==> src/rtl/hex_word_entry.sv <==
// Operator hex-word entry: debounced push/clear/commit keys build a 32-bit word
// nibble by nibble, then hand it to the CPU over a valid/ready handshake.
module hex_word_entry #(
  parameter int DEB_CYCLES = 50000,
  parameter int CNT_W      = 16
) (
  input  logic        i_clk,
  input  logic        i_rst_n,
  input  logic [3:0]  i_sw,
  input  logic        i_key_push_n,
  input  logic        i_key_clear_n,
  input  logic        i_key_commit_n,
  output logic [31:0] o_word,
  output logic [3:0]  o_digits,
  output logic [31:0] o_data,
  output logic        o_valid,
  input  logic        i_ready,
  output logic        o_busy
);

  // Handshake: o_data is offered while o_valid is high and is held stable;
  // the transfer happens on the rising edge that samples o_valid && i_ready.

  typedef enum logic {ENTRY = 1'b0, HOLD = 1'b1} state_t;

  localparam logic [CNT_W-1:0] CNT_LAST = CNT_W'(DEB_CYCLES - 1);

  state_t     state, state_n;
  logic [2:0] raw_n;
  logic [2:0] press;
  logic       ev_push, ev_clear, ev_commit;

  assign raw_n = {i_key_commit_n, i_key_clear_n, i_key_push_n};

  // Per key: 2-flop synchronizer, stable-count debounce, one-cycle press pulse.
  for (genvar g = 0; g < 3; g++) begin : g_key
    logic             s1, s2, deb, deb_d, ev;
    logic [CNT_W-1:0] cnt;

    always_ff @(posedge i_clk or negedge i_rst_n) begin
      if (!i_rst_n) begin
        s1    <= 1'b1;
        s2    <= 1'b1;
        deb   <= 1'b1;
        deb_d <= 1'b1;
        ev    <= 1'b0;
        cnt   <= '0;
      end else begin
        s1    <= raw_n[g];
        s2    <= s1;
        deb_d <= deb;
        ev    <= deb_d & ~deb;
        if (s2 == deb) begin
          cnt <= '0;
        end else if (cnt == CNT_LAST) begin
          deb <= s2;
          cnt <= '0;
        end else begin
          cnt <= cnt + 1'b1;
        end
      end
    end

    assign press[g] = ev;
  end

  assign ev_push   = press[0];
  assign ev_clear  = press[1];
  assign ev_commit = press[2];

  always_ff @(posedge i_clk or negedge i_rst_n) begin
    if (!i_rst_n) begin
      state <= ENTRY;
    end else begin
      state <= state_n;
    end
  end

  always_comb begin
    state_n = state;
    case (state)
      ENTRY: if (!ev_clear && ev_commit) state_n = HOLD;
      HOLD:  if (o_valid && i_ready)     state_n = ENTRY;
    endcase
  end

  always_comb begin
    o_busy = (state == HOLD);
  end

  // Clear outranks commit, which outranks push; keys are ignored in HOLD.
  always_ff @(posedge i_clk or negedge i_rst_n) begin
    if (!i_rst_n) begin
      o_word   <= '0;
      o_digits <= '0;
      o_data   <= '0;
      o_valid  <= 1'b0;
    end else begin
      case (state)
        ENTRY: begin
          if (ev_clear) begin
            o_word   <= '0;
            o_digits <= '0;
          end else if (ev_commit) begin
            o_data  <= o_word;
            o_valid <= 1'b1;
          end else if (ev_push) begin
            o_word <= {o_word[27:0], i_sw};
            if (o_digits != 4'd8) o_digits <= o_digits + 4'd1;
          end
        end
        HOLD: begin
          if (o_valid && i_ready) begin
            o_valid  <= 1'b0;
            o_word   <= '0;
            o_digits <= '0;
          end
        end
      endcase
    end
  end

endmodule

==> config.mk <==
export PLATFORM = sky130hd
export DESIGN_NAME = hex_word_entry
export DESIGN_NICKNAME = d
export VERILOG_FILES = /design/src/rtl/hex_word_entry.sv
export SDC_FILE = /design/constraint.sdc
export NUM_CORES = 1
export LEC_CHECK = 0
export CAP_MARGIN = 10
export CORE_UTILIZATION = 41
export DETAILED_ROUTE_END_ITERATION = 16
export PLACE_DENSITY = 0.65
export SLEW_MARGIN = 20
export SYNTH_ARGS = -nofsm -noshare
export SYNTH_HDL_FRONTEND = slang
export SYNTH_SLANG_ARGS = --single-unit
==> constraint.sdc <==
create_clock -name i_clk -period 2.49 [get_ports i_clk]
set_clock_uncertainty 0.2 [all_clocks]
set_input_delay 0.249 -clock i_clk [delete_from_list [all_inputs] [get_ports i_clk]]
set_output_delay 0.249 -clock i_clk [all_outputs]
set_load 0.05 [all_outputs]
==> results.py, run 1 <==
metrics = {
    "setup_path": {
        "crit_arrival_ps": 1720,
        "critPathKind": "flip-flop to output pin",
        "required_ps": 2040,
        "endpoint_kind": "output pin",
        "worstSetupStartpoint": "o_busy$_DFF_PN0_",
        "crit_chain": "clkdlybuf4s50_1",
        "cp_num_buf_inv": 1,
        "crit_slowest_cell": "clkdlybuf4s50_1",
        "cp_top_family": "buffers and inverters",
        "reg2reg_from": "g_key[1].cnt[12]$_DFF_PN0_",
        "crit_fanout": 6,
        "max_stage_delay_ps": 850,
        "start_kind": "flip-flop",
    },
    "timing": {
        "tightest_slew_ps": 625,
        "hold_viol": 0,
        "period_share": 0.873,
        "timing.hold.ws_ps": 41.1,
        "setup_viol": 0,
        "post-route-worst-setup-slack_ps": 317,
        "final.setup.tns_ps": 0,
        "grt_setup_unrepaired": "false",
        "layout_min_cycle_time_ps": 2170,
        "max_freq_mhz": 460,
        "slew_viol_final": 0,
        "max_slew_margin": 0.583,
    },
    "die": {
        "start_util": 0.422,
        "pin_count": 80,
        "core_area_um2": 13200,
        "die_x_um": 119,
        "fp.dieH_um": 119,
        "fp-row-count": 42,
        "die_area_um2": 14100,
    },
    "logic_synthesis": {
        "async_reset_ff_frac": 1.00,
        "yosysSeqAreaShare": 0.599,
        "synth_edf_count": 0,
        "synth_area_per_cell_um2": 11.1,
        "synth_cell_types": 31,
        "syn_area_um2": 5580,
        "ys.flop_type": "dfrtp_1",
        "ys_warn_count": 0,
        "synth_nets": 517,
        "ys_ff_latch": 133,
        "netlist_instances": 502,
    },
    "placed_design": {
        "dp_hpwl_um": 7600,
        "gp_congestion": 0.756,
        "dp_slack_ps": 433,
        "place_area_um2": 6600,
        "io_buffer_count": 79,
        "dp.cells": 750,
    },
    "finish": {
        "syn_to_final_growth_pct": 29.7,
        "antenna_cells": 0,
        "layout-drive-gt1-share": 0.158,
        "fin_nets": 609,
        "instances_no_fill": 782,
        "final_common_cell": "dfrtp_1",
        "final_cell_mix": "121 x dfrtp_1, 80 x nand2_1, 78 x clkdlybuf4s50_1",
        "fin_util": 0.547,
        "stdcell_area_um2": 7240,
    },
    "cts": {
        "clkTransAtPathRegs_ps": 50,
        "ctsResizeCount": 0,
        "clock-root-buffer": "clkbuf_16",
        "cts_setup_buffers": 0,
        "cts_max_path_buffers": 2,
        "cts.sinks": 133,
        "cts_tree": "done",
        "cts_buffers": 17,
        "hold_buffers": 1,
        "htreeDepth": 4,
        "clk_latency_ps": 410,
    },
    "power_and_ir_drop": {
        "power_mw": 4.95,
        "p_clk_frac": 0.534,
        "total_leakage_power_nw": 3.34,
        "ir_worst_vdd_v": 0.000436,
        "combPwrFrac": 0.022,
        "p_seq_frac": 0.444,
        "sw_frac_of_total": 0.193,
        "cellPowerDensity_nw_per_um2": 684,
        "p_switching_mw": 0.957,
        "p_int_mw": 4.00,
    },
    "detailed_routing": {
        "ant_nets": 0,
        "routed_wl_um": 11000,
        "via_per_inst": 4.93,
        "vias": 3855,
        "wl_per_cell_um": 14.1,
        "firstDrtPassIters": 4,
        "drtIter0Drc": 230,
        "remaining_drc_errors": 0,
    },
    "global_route": {
        "grt_pass1_vias": 3889,
        "antenna_found_initial": 0,
        "grt_pass1_wl_um": 19200,
        "grt_overflow": 0,
        "grt_usage": 0.173,
        "grt_max_degree": 65,
    },
    "flow_run": {
        "drv_cap": 0,
    },
    "outcome": {
        "outcome": "finished clean",
    },
    "hold_path": {
        "worstHoldStart": "i_key_clear_n",
        "hold_path_class": "primary input to flip-flop",
    },
}
[final timing paths]
path,cells past startpoint,slack (ps),end
setup / recovery,1,320,o_busy
setup reg to reg,5,420,g_key[1].cnt[8]$_DFF_PN0_
hold reg to reg,0,150,g_key[0].s2$_DFF_PN1_
hold / removal,1,40,g_key[1].s1$_DFF_PN1_
max in group asynchronous,3,1180,g_key[2].deb$_DFFE_PN1P_
min in group asynchronous,2,190,g_key[0].cnt[13]$_DFF_PN0_
[state kept, by name, indices dropped and copies added (netlist names), 3 cells and up]
| register | count |
|---|---|
| g_key.cnt | 48 |
| g_key.deb | 3 |
| g_key.deb_d | 3 |
| g_key.s1 | 3 |
| g_key.s2 | 3 |
| o_data | 32 |
| o_digits | 4 |
| o_word | 32 |
[power by group through the flow]
| stage | registers [mW] | clock network (mW) | logic (mW) |
|---|---|---|---|
| 2_1_floorplan | 2.23 | 0 | 0.0364 |
| 3_3_place_gp | 2.23 | 0 | 0.107 |
| 3_5_place_dp | 2.24 | 0 | 0.110 |
| 4_1_cts | 2.20 | 2.71 | 0.114 |
| 5_1_grt | 2.20 | 2.81 | 0.123 |
| 6_report | 2.20 | 2.65 | 0.108 |
[kinds of logic after synthesis]
group / Yosys count / synth area share
buf+inv: 29 / 0.0260
xor+xnor: 45 / 0.0706
flops: 133 / 0.599
compound gates: 43 / 0.0506
simple gates: 211 / 0.170
mux: 36 / 0.0726
fa+ha+maj: 5 / 0.0112
[final cells by class]
type / instances / area, um2
Fill cell: 1150 / 6000
Sequential cell: 133 / 3340
Multi-Input combinational cell: 340 / 2100
Timing Repair Buffer: 90 / 898
Clock buffer: 23 / 488
Tap cell: 176 / 220
Clock inverter: 8 / 146
Inverter: 12 / 45.0
[layer usage]
layer / global-route usage / wire, um
met1: 0.222 / 5070
met2: 0.271 / 5270
met3: 0.0589 / 533
met4: 0.0593 / 138
met5: 0 / 0
[synthesized netlist by cell type, drive strengths merged (5+ instances only)]
cell,n,area share
mux2,36,0.073
clkbuf,6,0.0040
inv,12,0.0081
nand4,10,0.011
buf,11,0.014
nor2,62,0.042
dfstp,12,0.056
nand3,18,0.018
xnor2,38,0.060
xor2,7,0.011
nor3,11,0.0099
ha,5,0.011
nand2,80,0.054
o21ai,34,0.030
dfrtp,121,0.54
nor4,16,0.018
Note: power is estimated with default switching activity, not from simulation.
==> run 2: changes to the inputs <==
- TNS_END_PERCENT: unset -> 5
==> results of run 2 <==
No change in the layout: final DEF, timing and power equal those of run 1.
==> run 3: changes to the inputs <==
- SLEW_MARGIN: 20 -> unset
==> results of run 3 <==
No change in the layout: final DEF, timing and power equal those of run 1.
